===== src/rtl/mem_port_arbiter.sv =====
// Arbitrates one fixed-latency single-port memory between fetch (I) and load/store (D).
// Optional stall counters: define ARB_PERF_CNT_EN to add i_stall_cnt / d_stall_cnt.
module mem_port_arbiter #(
  parameter int unsigned MEM_LAT    = 2,
  parameter int unsigned STARVE_MAX = 4
) (
  input  logic        clk,
  input  logic        reset,
  input  logic        i_req,
  input  logic [31:0] i_addr,
  output logic        i_ready,
  output logic        i_rvalid,
  output logic [31:0] i_rdata,
  input  logic        d_req,
  input  logic        d_we,
  input  logic [3:0]  d_wstrb,
  input  logic [31:0] d_addr,
  input  logic [31:0] d_wdata,
  output logic        d_ready,
  output logic        d_rvalid,
  output logic [31:0] d_rdata,
  output logic        mem_en,
  output logic        mem_we,
  output logic [3:0]  mem_wstrb,
  output logic [31:0] mem_addr,
  output logic [31:0] mem_wdata,
  input  logic [31:0] mem_rdata,
  output logic        busy
`ifdef ARB_PERF_CNT_EN
  ,
  output logic [31:0] i_stall_cnt,
  output logic [31:0] d_stall_cnt
`endif
);

  typedef enum logic [1:0] {IDLE, ISSUE, WAIT, RESP} state_t;

  localparam logic [3:0] STARVE_LIM = 4'(STARVE_MAX);
  localparam logic [3:0] LAT_LAST   = 4'(MEM_LAT - 1);

  state_t      state;
  logic        owner_d;
  logic [31:0] addr_q;
  logic [31:0] wdata_q;
  logic        we_q;
  logic [3:0]  wstrb_q;
  logic [3:0]  starve_cnt;
  logic [3:0]  lat_cnt;
  logic        mem_en_q;
  logic        i_rvalid_q;
  logic        d_rvalid_q;
  logic        grant_i;
  logic        grant_d;

  // NOTE: every always_comb output gets a default first so no path infers a latch.
  always_comb begin
    grant_i = 1'b0;
    grant_d = 1'b0;
    if (state == IDLE && reset) begin
      grant_i = i_req && (!d_req || starve_cnt == STARVE_LIM);
      grant_d = d_req && !grant_i;
    end
  end

  assign i_ready = grant_i;
  assign d_ready = grant_d;

  // NOTE: sequential state uses non-blocking assignments only, so every register
  // sees the pre-edge value of its neighbours regardless of statement order.
  always_ff @(posedge clk or negedge reset) begin
    if (!reset) begin
      state      <= IDLE;
      owner_d    <= 1'b0;
      addr_q     <= '0;
      wdata_q    <= '0;
      we_q       <= 1'b0;
      wstrb_q    <= '0;
      starve_cnt <= '0;
      lat_cnt    <= '0;
      mem_en_q   <= 1'b0;
      i_rvalid_q <= 1'b0;
      d_rvalid_q <= 1'b0;
    end else begin
      mem_en_q   <= 1'b0;
      i_rvalid_q <= 1'b0;
      d_rvalid_q <= 1'b0;

      if (!i_req || grant_i)
        starve_cnt <= '0;
      else if (grant_d && starve_cnt < STARVE_LIM)
        starve_cnt <= starve_cnt + 4'd1;

      case (state)
        IDLE: begin
          if (grant_i || grant_d) begin
            owner_d  <= grant_d;
            addr_q   <= grant_d ? d_addr : i_addr;
            we_q     <= grant_d && d_we;
            wstrb_q  <= grant_d ? d_wstrb : 4'h0;
            wdata_q  <= grant_d ? d_wdata : 32'h0;
            mem_en_q <= 1'b1;
            state    <= ISSUE;
          end
        end
        ISSUE: begin
          if (MEM_LAT > 1) begin
            lat_cnt <= 4'd1;
            state   <= WAIT;
          end else begin
            i_rvalid_q <= !owner_d;
            d_rvalid_q <= owner_d;
            state      <= RESP;
          end
        end
        WAIT: begin
          if (lat_cnt == LAT_LAST) begin
            lat_cnt    <= '0;
            i_rvalid_q <= !owner_d;
            d_rvalid_q <= owner_d;
            state      <= RESP;
          end else begin
            lat_cnt <= lat_cnt + 4'd1;
          end
        end
        RESP:    state <= IDLE;
        default: state <= IDLE;
      endcase
    end
  end

  // Memory fields are visible only during the single ISSUE cycle.
  assign mem_en    = mem_en_q;
  assign mem_we    = mem_en_q && we_q;
  assign mem_wstrb = mem_en_q ? wstrb_q : 4'h0;
  assign mem_addr  = mem_en_q ? addr_q  : 32'h0;
  assign mem_wdata = mem_en_q ? wdata_q : 32'h0;

  assign i_rvalid = i_rvalid_q;
  assign d_rvalid = d_rvalid_q;
  assign i_rdata  = i_rvalid_q ? mem_rdata : 32'h0;
  assign d_rdata  = d_rvalid_q ? mem_rdata : 32'h0;
  assign busy     = (state != IDLE);

`ifdef ARB_PERF_CNT_EN
  always_ff @(posedge clk or negedge reset) begin
    if (!reset) begin
      i_stall_cnt <= '0;
      d_stall_cnt <= '0;
    end else begin
      if (i_req && !i_ready && i_stall_cnt != 32'hFFFF_FFFF)
        i_stall_cnt <= i_stall_cnt + 32'd1;
      if (d_req && !d_ready && d_stall_cnt != 32'hFFFF_FFFF)
        d_stall_cnt <= d_stall_cnt + 32'd1;
    end
  end
`endif

endmodule


===== config.mk =====
export PLATFORM = sky130hd
export DESIGN_NAME = mem_port_arbiter
export DESIGN_NICKNAME = d
export VERILOG_FILES = /design/src/rtl/mem_port_arbiter.sv
export SDC_FILE = /design/constraint.sdc
export NUM_CORES = 1
export LEC_CHECK = 0
export BUFFER_PORTS_ARGS = -buffer_cell sky130_fd_sc_hd__buf_2
export CAP_MARGIN = 0
export CORE_UTILIZATION = 37
export DETAILED_ROUTE_END_ITERATION = 16
export GPL_TIMING_DRIVEN = 0
export PLACE_DENSITY = 0.76
export REMOVE_ABC_BUFFERS = 1
export SETUP_SLACK_MARGIN = 0.1
export SLEW_MARGIN = 40
export SYNTH_ARGS = -nofsm -noshare
export SYNTH_HDL_FRONTEND = slang
export SYNTH_SLANG_ARGS = --single-unit

===== constraint.sdc =====
create_clock -name clk -period 1.9 [get_ports clk]
set_clock_uncertainty 0.15 [all_clocks]
set_input_delay 0.095 -clock clk [delete_from_list [all_inputs] [get_ports clk]]
set_output_delay 0.095 -clock clk [all_outputs]
set_load 0.02 [all_outputs]

== After elaboration in Yosys (flattened, before gate mapping) ==
Index checks and enable logic that the tools add are counted.

* Bits in registers: 83
* Bits in latches: 0
* Memory bits (writable): 0
* Bits in read-only memories: 0
* Bits of input ports: 137
* Word-level logic and storage cells: 63
* Memories: 0

* Add/sub/neg operators: 2
* $mul: 0
* Div/mod/pow operators: 0
* Magnitude comparators: 1
* Eq/ne operators: 7
* Shift operators: 0
* Multiplexer cells: 23
* Bitwise gates (word level): 0
* Reduce and logical (&&, ||, !) cells: 19

{| class="wikitable"
|+ Operators by type and width
! kind !! number
|-
| $mux W32 || 6
|-
| $mux W4 || 5
|-
| $add A4 B1 Y4 const B || 2
|-
| $mux W1 || 8
|-
| $pmux W2 S4 || 1
|-
| $pmux W4 S2 || 1
|-
| $logic_and A1 B1 Y1 || 6
|-
| $reduce_bool A2 Y1 || 3
|-
| $eq A2 B2 Y1 const B || 2
|-
| $eq A4 B1 Y1 const B || 1
|-
| $eq A4 B3 Y1 const B || 1
|-
| $logic_not A1 Y1 || 4
|-
| $lt A4 B3 Y1 const B || 1
|-
| $mux W2 || 2
|-
| $reduce_and A2 Y1 || 2
|-
| $logic_or A1 B1 Y1 || 3
|-
| $eq A2 B1 Y1 const B || 1
|-
| $logic_not A2 Y1 || 1
|-
| $ne A2 B1 Y1 const B || 1
|-
| $ne A2 B2 Y1 const B || 1
|}

== Depth between registers and ports, before layout ==
Gate-level depths: netlist (run 1).

* Depth after elaboration: 9
* Gate-level depth with buffers: 7

== Worst setup path after synthesis (run 1) ==
No wires, ideal clock.

* Path kind: reg2reg
* From: reg state[0]
* To: reg addr_q[22]
* Arrival time: 1.582 ns
* Data required time: 1.684 ns
* Setup slack: 0.102 ns
* Cell stages (with the launch flop): 8
* Buffers on the path: 2
* Path through: dfrtp_1 inv_1 ha_1 buf_2 nand2_1 a211oi_2 buf_2 a221o_1

* Word-level cells in the longest chain between the ends: 5

{| class="wikitable"
|+ RTL lines
! element !! line !! source
|-
| start: declaration || 41 || <nowiki>state_t state;</nowiki>
|-
| start signal: assignment || 72 || <nowiki>state <= IDLE;</nowiki>
|-
| start signal: assignment || 102 || <nowiki>state <= ISSUE;</nowiki>
|-
| start signal: assignment || 108 || <nowiki>state <= WAIT;</nowiki>
|-
| $logic_not A2 Y1 || 59 || <nowiki>if (state == IDLE && reset) begin</nowiki>
|-
| $logic_and A1 B1 Y1 || 59 ||
|-
| $mux W1 || 59 ||
|-
| net i_ready || 11 || <nowiki>output logic i_ready,</nowiki>
|-
| $logic_or A1 B1 Y1 || 95 || <nowiki>if (grant_i || grant_d) begin</nowiki>
|-
| $reduce_and A2 Y1 (no source line) || -- ||
|-
| end signal: assignment || 97 || <nowiki>addr_q <= grant_d ? d_addr : i_addr;</nowiki>
|-
| end: declaration || 43 || <nowiki>logic [31:0] addr_q;</nowiki>
|}

The timed path passes the listed nets, and every way through them passes these cells.
A chain may end at the register's enable or synchronous reset.

== Worst setup path after layout (run 1) ==
* From: reg starve_cnt[1]
* To: reg addr_q[25]

* Word-level cells in the longest chain between the ends: 8

{| class="wikitable"
|+ RTL lines
! element !! line !! source
|-
| start: declaration || 47 || <nowiki>logic [3:0] starve_cnt;</nowiki>
|-
| start signal: assignment || 91 || <nowiki>starve_cnt <= starve_cnt + 4'd1;</nowiki>
|-
| $eq A4 B3 Y1 (*) || 60 || <nowiki>grant_i = i_req && (!d_req || starve_cnt == STARVE_LIM);</nowiki>
|-
| $logic_or A1 B1 Y1 (*) || 60 ||
|-
| $logic_and A1 B1 Y1 (*) || 60 ||
|-
| $logic_not A1 Y1 || 61 || <nowiki>grant_d = d_req && !grant_i;</nowiki>
|-
| $logic_and A1 B1 Y1 || 61 ||
|-
| $mux W1 || 59 ||
|-
| $logic_or A1 B1 Y1 || 95 ||
|-
| $reduce_and A2 Y1 (no source line) || -- ||
|}

Mark *: on every way between the ends. The rest lies on a longest branch, timed or not.

==> results of run 1 <==
## tightest hold or removal path: stages
cell	delay (ns)
buf_6	0.08
buf_12	0.09
buf_12	0.08
buf_12	0.09
buf_12	0.10
buf_16	0.25
## state kept, by name, indices dropped and copies added, names as in the netlist
| register | count |
|---|---|
| we_q | 1 |
| d_rvalid | 1 |
| wdata_q | 32 |
| i_rvalid | 1 |
| addr_q | 32 |
| starve_cnt | 4 |
| owner_d | 1 |
| state | 2 |
| lat_cnt | 4 |
| wstrb_q | 4 |
| mem_en | 1 |
## layout make-up
class | instances | area, um2 | area share, %
repair buffers | 434 | 3320 | 41.3
multi-input cells | 279 | 2100 | 26.2
flip-flops and latches | 83 | 2080 | 25.9
clock buffers | 9 | 225 | 2.80
well taps | 143 | 179 | 2.22
clock inverters | 7 | 92.6 | 1.15
inverters | 10 | 37.5 | 0.467
diodes | 1 | 2.50 | 0.0311
## stage by stage
stage / std cells / worst slack [ns] / cell area, um2 / utilization, % / power (W)
after floorplan: 372 / -0.796 / 4150 / - / 0.00496
after global placement: 790 / -2.69 / 5700 / 49.9 / 0.00591
after detailed placement: 797 / -0.425 / 5860 / 51.3 / 0.00615
after CTS: 961 / -0.167 / 7940 / 69.5 / 0.00876
after global routing: 966 / -0.214 / 8040 / 70.4 / 0.00958
final: 966 / -0.168 / 8040 / 70.4 / 0.00909
## metal layers
metal | part of all wire (%) | vias up | track usage [%] | routed length (um)
met5 | 0 | - | 0 | 0
met4 | 5.5 | 0 | 21.0 | 1090
met3 | 7.6 | 96 | 7.11 | 1510
met2 | 52 | 366 | 58.9 | 10300
met1 | 35 | 2398 | 34.0 | 6930
li1 | - | 2246 | - | -
## report_power, final
group	switching [W]	internal, W
clock	0.000724	0.00115
sequential	0.000568	0.00248
combinational	0.00208	0.00210
## worst paths after layout
path / from / endpoint / depth (start not counted)
hold / removal: reset / addr_q[18]$_DFFE_PN0P_ / 6
setup reg to reg: starve_cnt[1]$_DFFE_PN0P_ / addr_q[25]$_DFFE_PN0P_ / 10
min in group clk: i_req / starve_cnt[0]$_DFFE_PN0P_ / 3
hold reg to reg: owner_d$_DFFE_PN0P_ / i_rvalid$_DFF_PN0_ / 1
max in group asynchronous: reset / mem_en$_DFF_PN0_ / 8
setup / recovery: starve_cnt[1]$_DFFE_PN0P_ / addr_q[25]$_DFFE_PN0P_ / 10
## synth_stat cells (all sizes together) (2+ instances only)
cell type  instances
nor2b              2
and3               2
a211oi             4
a22o              37
a21oi              3
dfrtp             83
ha                 7
a221o             32
o211ai             2
clkbuf            18
buf               15
nor3b              2
and2             165
nand2              2
inv               10
nand3              2
a32o               2
o21ai              4
nor2               2
## cells by family after synthesis
| logic type | after synthesis |
|---|---|
| and+or+nand+nor | 182 |
| buffers and inverters | 43 |
| muxes | 1 |
| adders and majority gates | 7 |
| DFF | 83 |
| AOI/OAI and AO/OA | 89 |
## what timing repair did
action,in CTS,in global routing
cloned,7,2
setup endpoints to repair,74,172
resized for setup,35,8
setup buffers,33,3
endpoints found under the hold margin,152,50
pin swaps,50,24
==> flow_metrics.tcl, run 1 <==
set metrics [dict create \
    outcome "finished with violations" \
    failed_checks "negative hold slack, negative setup slack" \
    synth_seq_area_share_pct 48.1 \
    muxShareOfSynthArea_pct 0.261 \
    drc 0 \
    worst_pin_slew_ns 0.440 \
    critical-path-top-delay-family "buffers and inverters" \
    dieArea_mm2 0.0121 \
    cts_hold_buffers 108 \
    cp_max_fo 8 \
    synth_flop_cell "dfrtp_1" \
    clockBufferDepth 2 \
    start_util_pct 37.8 \
    syn-mean-instance-area_um2 10.7 \
    grt_pass1_wl_um 28700 \
    period_needed_ns 2.07 \
    synthDistinctLibCells 33 \
    track_usage_pct 32.6 \
    rsz0062_at_grt "yes" \
    hold_viol 50 \
    drtIter0Drc 333 \
    syn_area_mm2 0.00432 \
    insertion_delay_ns 0.33 \
    fin_ws_ns -0.168 \
    critPathKind "register to register" \
    antenna_left 0 \
    p_per_area_mw_per_mm2 1130 \
    clock_tree.htree_level_count 3 \
    dr.pass1.iters 5 \
    irDropWorstVdd_v 0.000606 \
    hpwl_um 10300 \
    die_x_um 110 \
    cts.clk_slew.worst_paths_ns 0.07 \
    routedWlPerCell_um 20.5 \
    core_mm2 0.0114 \
    rrSetupSlack_ns -0.17 \
    fillCellCount 764 \
    leakage_nw 4.30 \
    cts-root-buf "clkbuf_16" \
    maxSlewViolCount 0 \
    max_slew_margin_pct 70.5 \
    crit_top_cell "buf_12" \
    crit_buf_inv 6 \
    cp-end-kind "register" \
    synth_seq_cells 83 \
    synth_top_family_by_area "simple AND/OR/NAND/NOR gates" \
    synth_area_leader_cell "dfrtp_1" \
    area_growth_pct 86.1 \
    cp_cell_sequence "inv_2, ha_4, nand3b_1, buf_6, a211oi_4, buf_6, buf_12, buf_12, buf_12, a221o_1" \
    fin_setup_tns_ns -5.84 \
    final_cell_mix "buf_2, and2_1, dlygate4sd3_1" \
    finalSetupViolCount 72 \
    synthCells 405 \
    yosys.area_share.xor_xnor_pct 0 \
    cts.sinks 83 \
    die_y_um 110 \
    drv_cap 0 \
    synthAdderAreaFrac_pct 2.03 \
    synth_top_area_share_pct 48.1 \
    timing.hold.ws_ns -0.0806 \
    port_buffers 275 \
    arrival_ns 2.12 \
    synth-edff-count 0 \
    cts-buffers-inserted 9 \
    grt_max_degree 56 \
    final_common_cell "buf_2" \
    synth_compound_area_share_pct 18.5 \
    layout_worst_path_cycle_share_pct 109 \
    synthTopCellsByArea "dfrtp_1, and2_1, a22o_1, a221o_1, ha_1" \
    antenna_found_initial 2 \
    synthArstFlopShare_pct 100 \
    crit_slowest_cell "dfrtp_1" \
    yosysWarnings 0 \
    cts_tree "built" \
    nets 961 \
    layout-drive-gt1-share_pct 44.4 \
    vias 5106 \
    cp-start-kind "register" \
    grt_pass1_vias 5303 \
    grt-ovfl-total 0 \
    slowest_delay_ns 0.37 \
    wl_um 19800 \
    hp-class "input pin to async pin" \
    yosys.area_share.simple_pct 26.3 \
    gp_congestion 0.801 \
    viasPerCell 5.29 \
    pin_count 276 \
    fmax_mhz 483 \
    num_rows 39 \
    required_ns 1.95 \
]
Note: power is estimated with default switching activity, not from simulation.
==> run 2, diff against run 1 <==
--- a/config.mk
+++ b/config.mk
@@ -9,7 +9,9 @@
 export CAP_MARGIN = 0
 export CORE_UTILIZATION = 37
 export DETAILED_ROUTE_END_ITERATION = 16
+export GPL_ROUTABILITY_DRIVEN = 0
 export GPL_TIMING_DRIVEN = 0
+export HOLD_SLACK_MARGIN = 0.06
 export PLACE_DENSITY = 0.76
 export REMOVE_ABC_BUFFERS = 1
 export SETUP_SLACK_MARGIN = 0.1
==> flow_metrics.tcl, run 2 (synthesized netlist as in run 1, its figures left out) <==
set metrics [dict create \
    start_util_pct 37.8 \
    hold_viol 50 \
    area_growth_pct 86.8 \
    cts-root-buf "clkbuf_16" \
    dieArea_mm2 0.0121 \
    layout-drive-gt1-share_pct 44.4 \
    hpwl_um 10300 \
    grt-ovfl-total 0 \
    outcome "finished with violations" \
    p_int_w 0.00573 \
    fmax_mhz 487 \
    grt_max_degree 56 \
    pwr-share-seq_pct 33.4 \
    viasPerCell 5.34 \
    maxSlewViolCount 0 \
    period_needed_ns 2.06 \
    layout_worst_path_cycle_share_pct 108 \
    fin_ws_ns -0.155 \
    pin_count 276 \
    largestRegisters "addr_q: 32 flops, wdata_q: 32 flops" \
    timing.hold.ws_ns -0.0846 \
    drtIter0Drc 350 \
    core_mm2 0.0114 \
    rsz0062_at_grt "yes" \
    final_cell_mix "buf_2, and2_1, dlygate4sd3_1" \
    clkPwrFrac_pct 20.7 \
    max_slew_margin_pct 70.5 \
    track_usage_pct 33.0 \
    design_area_mm2 0.00807 \
    cp-start-kind "register" \
    failed_checks "negative hold slack, negative setup slack" \
    port_buffers 275 \
    insertion_delay_ns 0.33 \
    fillCellCount 761 \
    critPathKind "register to register" \
    switching_power_w 0.00340 \
    antenna_found_initial 2 \
    grt_pass1_vias 5361 \
    num_rows 39 \
    clockBufferDepth 2 \
    cts.sinks 83 \
    p_per_area_mw_per_mm2 1130 \
    drv_cap 0 \
    seq_area_mm2 0.00208 \
    irDropWorstVdd_v 0.000608 \
    clock_tree.htree_level_count 3 \
    cts.clk_slew.worst_paths_ns 0.07 \
    die_x_um 110 \
    p_comb_share_pct 45.9 \
    cts_hold_buffers 110 \
    nets 964 \
    cp_max_fo 5 \
    hp-class "input pin to async pin" \
    cts_tree "built" \
    antenna_left 0 \
    finalSetupViolCount 60 \
    routedWlPerCell_um 20.8 \
    cp-end-kind "register" \
    vias 5173 \
    worst_pin_slew_ns 0.441 \
    required_ns 1.96 \
    drc 0 \
    fin_setup_tns_ns -4.64 \
    multi_input_area_mm2 0.00210 \
    leakage_nw 4.31 \
    p_sw_share_pct 37.2 \
    cts-buffers-inserted 9 \
    die_y_um 110 \
    place_ws_ns -0.425 \
    arrival_ns 2.12 \
    dr.pass1.iters 5 \
    wl_um 20100 \
    grt_pass1_wl_um 29000 \
    postPlaceCellArea_mm2 0.00586 \
    final_common_cell "buf_2" \
]
[run 2: cell types whose count changed in the layout (fill, tap and decap cells not counted), sizes merged]
cell         previous run  this run
dlygate4sd3           102       104
buf                   330       331
[run 2: path summary, 6_finish.rpt]
kind / from / endpoint / slack [ns] / cells after the start
min in group clk: d_req / starve_cnt[0]$_DFFE_PN0P_ / 0.17 / 3
worst max-delay path: starve_cnt[1]$_DFFE_PN0P_ / addr_q[3]$_DFFE_PN0P_ / -0.16 / 10
max in group asynchronous: reset / mem_en$_DFF_PN0_ / 0.78 / 8
worst min-delay path: reset / addr_q[18]$_DFFE_PN0P_ / -0.08 / 6
worst min register to register: owner_d$_DFFE_PN0P_ / i_rvalid$_DFF_PN0_ / 0.30 / 1
worst max register to register: starve_cnt[1]$_DFFE_PN0P_ / addr_q[3]$_DFFE_PN0P_ / -0.16 / 10
[run 2: power groups by stage]
stage	clock network, W	logic [W]	registers, W
2_1_floorplan	0	0.00214	0.00282
3_3_place_gp	0	0.00296	0.00295
3_5_place_dp	0	0.00317	0.00298
4_1_cts	0.00190	0.00392	0.00295
5_1_grt	0.00199	0.00450	0.00312
6_report	0.00189	0.00419	0.00305
[run 2: metal layers]
metal / part of all wire, % / track usage (%) / wire, um
met5: 0 / 0 / 0
met2: 53 / 60.2 / 10600
met3: 7.5 / 7.29 / 1520
met4: 5.0 / 21.1 / 998
met1: 35 / 33.9 / 7010
[run 2: critical path, cell delays in order, from the launching register on]
cell and delay, ns:
dfrtp_1 0.38, inv_2 0.06, ha_4 0.15, nand3b_1 0.15
buf_6 0.13, a211oi_4 0.06, buf_6 0.13, buf_12 0.12
buf_12 0.13, clkbuf_16 0.15, a221o_1 0.33
[run 2: final cells by class]
| cell class | instances | area share (%) |
|---|---|---|
| Antenna cell | 1 | 0.0310 |
| Clock buffer | 9 | 2.79 |
| Clock inverter | 7 | 1.15 |
| Inverter | 10 | 0.465 |
| Multi-Input combinational cell | 279 | 26.1 |
| Sequential cell | 83 | 25.8 |
| Tap cell | 143 | 2.22 |
| Timing Repair Buffer | 437 | 41.5 |
[run 2: what timing repair did]
item                                    4_1_cts  5_1_grt
gates cloned                                  7        2
buffers inserted                             33        4
pin swaps                                    50       24
hold endpoints to repair                    154       50
endpoints found under the setup margin       74      172
gates resized for setup                      35        8
[run 2: metrics by stage]
step	utilization, %	instances	power, W
after CTS	69.7	963	0.00877
after global placement	49.9	790	0.00591
final	70.7	969	0.00913
after global routing	70.7	969	0.00961
after detailed placement	51.3	797	0.00615
after floorplan	-	372	0.00496
==> run 3, diff against run 2 <==
--- a/config.mk
+++ b/config.mk
@@ -5,6 +5,7 @@
 export SDC_FILE = /design/constraint.sdc
 export NUM_CORES = 1
 export LEC_CHECK = 0
+export ABC_AREA = 1
 export BUFFER_PORTS_ARGS = -buffer_cell sky130_fd_sc_hd__buf_2
 export CAP_MARGIN = 0
 export CORE_UTILIZATION = 37
@@ -12,7 +13,7 @@
 export GPL_ROUTABILITY_DRIVEN = 0
 export GPL_TIMING_DRIVEN = 0
 export HOLD_SLACK_MARGIN = 0.06
-export PLACE_DENSITY = 0.76
+export PLACE_DENSITY = 0.75
 export REMOVE_ABC_BUFFERS = 1
 export SETUP_SLACK_MARGIN = 0.1
 export SLEW_MARGIN = 40
==> flow_metrics.tcl, run 3 <==
set metrics [dict create \
    yosysWarnings 0 \
    drv_cap 0 \
    core_mm2 0.0121 \
    synth_area_leader_cell "dfrtp_1" \
    synthTopCellsByArea "dfrtp_1, nand2_1, inv_1, nand3_1, ha_1" \
    routedWlPerCell_um 14.4 \
    area_growth_pct 68.2 \
    vias 5760 \
    max_slew_margin_pct 77.6 \
    cts-root-buf "clkbuf_16" \
    arrival_ns 1.83 \
    rsz0062_at_grt "yes" \
    insertion_delay_ns 0.33 \
    clock_tree.htree_level_count 3 \
    die_y_um 114 \
    cts_tree "built" \
    cts-buffers-inserted 9 \
    grt_max_degree 70 \
    wl_um 18000 \
    period_needed_ns 1.78 \
    synth_top_area_share_pct 45.0 \
    power_w 0.00915 \
    layout-drive-gt1-share_pct 31.0 \
    dieArea_mm2 0.0129 \
    syn-mean-instance-area_um2 6.64 \
    hold_path_depth 5 \
    clockBufferDepth 2 \
    p_per_area_mw_per_mm2 1180 \
    synth_seq_area_share_pct 45.0 \
    synth_flop_cell "dfrtp_1" \
    start_util_pct 38.3 \
    cp-start-kind "register" \
    fillCellCount 961 \
    required_ns 1.95 \
    largestRegisters "addr_q: 32 flops, wdata_q: 32 flops" \
    place_ws_ns -0.935 \
    rr_startpoint "state[0]$_DFFE_PN0P_" \
    hp-class "input pin to register" \
    worst_pin_slew_ns 0.337 \
    drc 0 \
    reg2reg_depth 8 \
    antenna_left 0 \
    synthCells 695 \
    cts.clk_slew.worst_paths_ns 0.06 \
    final_common_cell "nand2_1" \
    num_rows 40 \
    critPathKind "register to register" \
    layout_worst_path_cycle_share_pct 93.6 \
    nets 1218 \
    cts.sinks 83 \
    fmax_mhz 563 \
    fin_ws_ns 0.122 \
    synth-edff-count 0 \
    finalSetupViolCount 0 \
    irDropWorstVdd_v 0.000610 \
    drtIter0Drc 405 \
    final_util_pct 64.3 \
    viasPerCell 4.62 \
    rrSetupSlack_ns 0.12 \
    port_buffers 275 \
    cp-end-kind "register" \
    grt_pass1_wl_um 27500 \
    synth_common_cells "nand2_1, inv_1, dfrtp_1" \
    synth_seq_cells 83 \
    grt_pass1_vias 5580 \
    pin_count 276 \
    hold_viol 0 \
    outcome "completed" \
    multi_input_area_mm2 0.00187 \
    leakage_nw 5.27 \
    yosysMostFrequentCell "nand2_1" \
    whs_endpoint "starve_cnt[0]$_DFFE_PN0P_" \
    synthArstFlopShare_pct 100 \
    die_x_um 114 \
    dr.pass1.iters 5 \
    grt-ovfl-total 0 \
    cp_max_fo 69 \
    maxSlewViolCount 0 \
    seq_area_mm2 0.00209 \
    syn_area_mm2 0.00461 \
    hpwl_um 9980 \
    antenna_found_initial 1 \
    reg2reg_to "addr_q[30]$_DFFE_PN0P_" \
    track_usage_pct 27.9 \
    min_from "d_req" \
    synthDistinctLibCells 22 \
    final_cell_mix "nand2_1, buf_2, inv_1" \
]
run 3: worst max path at each step:
stage                         startpoint                      to  slack [ns]  cells after the start
2_1_floorplan       state[0]$_DFFE_PN0P_   addr_q[0]$_DFFE_PN0P_       -0.42                      8
3_3_place_gp                       reset                 d_ready       -2.61                      6
3_5_place_dp        state[1]$_DFFE_PN0P_                 d_ready       -0.94                      7
4_1_cts             state[1]$_DFFE_PN0P_                 d_ready        0.08                      7
5_1_grt        starve_cnt[1]$_DFFE_PN0P_   addr_q[6]$_DFFE_PN0P_        0.08                     10
6_report            state[0]$_DFFE_PN0P_  addr_q[30]$_DFFE_PN0P_        0.12                      8
run 3: report_power, final:
group	total (W)	switching, W	internal, W	leakage (nW)
sequential	0.00325	0.000622	0.00263	1.05
clock	0.00183	0.000763	0.00107	0.146
combinational	0.00407	0.00250	0.00156	4.08
run 3: cell type report:
type | instances | area share [%]
timing repair buffer | 399 | 34.2
sequential | 83 | 26.9
multi-input combinational | 427 | 24.1
inverter | 152 | 7.72
clock buffer | 10 | 3.08
tap | 168 | 2.71
clock inverter | 6 | 0.919
timing repair inverter | 2 | 0.258
antenna | 1 | 0.0322
run 3: worst max-delay path: stages, from the launching register on:
cell     delay, ns
dfrtp_1       0.39
inv_2         0.09
ha_4          0.16
nand2_4       0.07
a21oi_4       0.15
buf_8         0.21
inv_12        0.13
nand2_1       0.12
nand3_1       0.11
run 3: stage by stage:
step	instances	TNS [ns]	hold slack, ns	area (um2)
after global placement	1104	-249.94	0.138	6030
after CTS	1242	0	0.156	7680
after floorplan	661	-29.81	-0.351	4450
final	1248	0	0.0896	7760
after detailed placement	1108	-58.29	-0.123	6130
after global routing	1248	0	0.139	7760
run 3: cell families (layout without fill, tap and decap cells):
| group | after synthesis | in the layout | synth area share, % |
|---|---|---|---|
| DFF | 83 | 83 | 45.0 |
| xor gates and xnor gates | 1 | 1 | 0.190 |
| AOI/OAI and AO/OA | 12 | 12 | 1.68 |
| buffers and inverters | 186 | 569 | 16.0 |
| and+or+nand+nor | 406 | 407 | 35.2 |
| adders and majority gates | 7 | 7 | 1.90 |
| other | 0 | 1 | 0 |
run 3: timing repair:
action,in CTS,in global routing
pin swaps,3,4
endpoints found under the setup margin,114,91
buffers inserted,11,5
gates cloned,3,0
hold endpoints to repair,155,0
hold buffers,104,0
resized for setup,22,12
run 3: layer usage:
metal  wire [um]  global-route usage (%)  vias to the layer above
li1            -                       -                     2770
met3        1250                    5.26                       59
met5           0                       0                        -
met1        6430                    28.5                     2619
met4         801                    17.3                        0
met2        9480                    52.3                      312
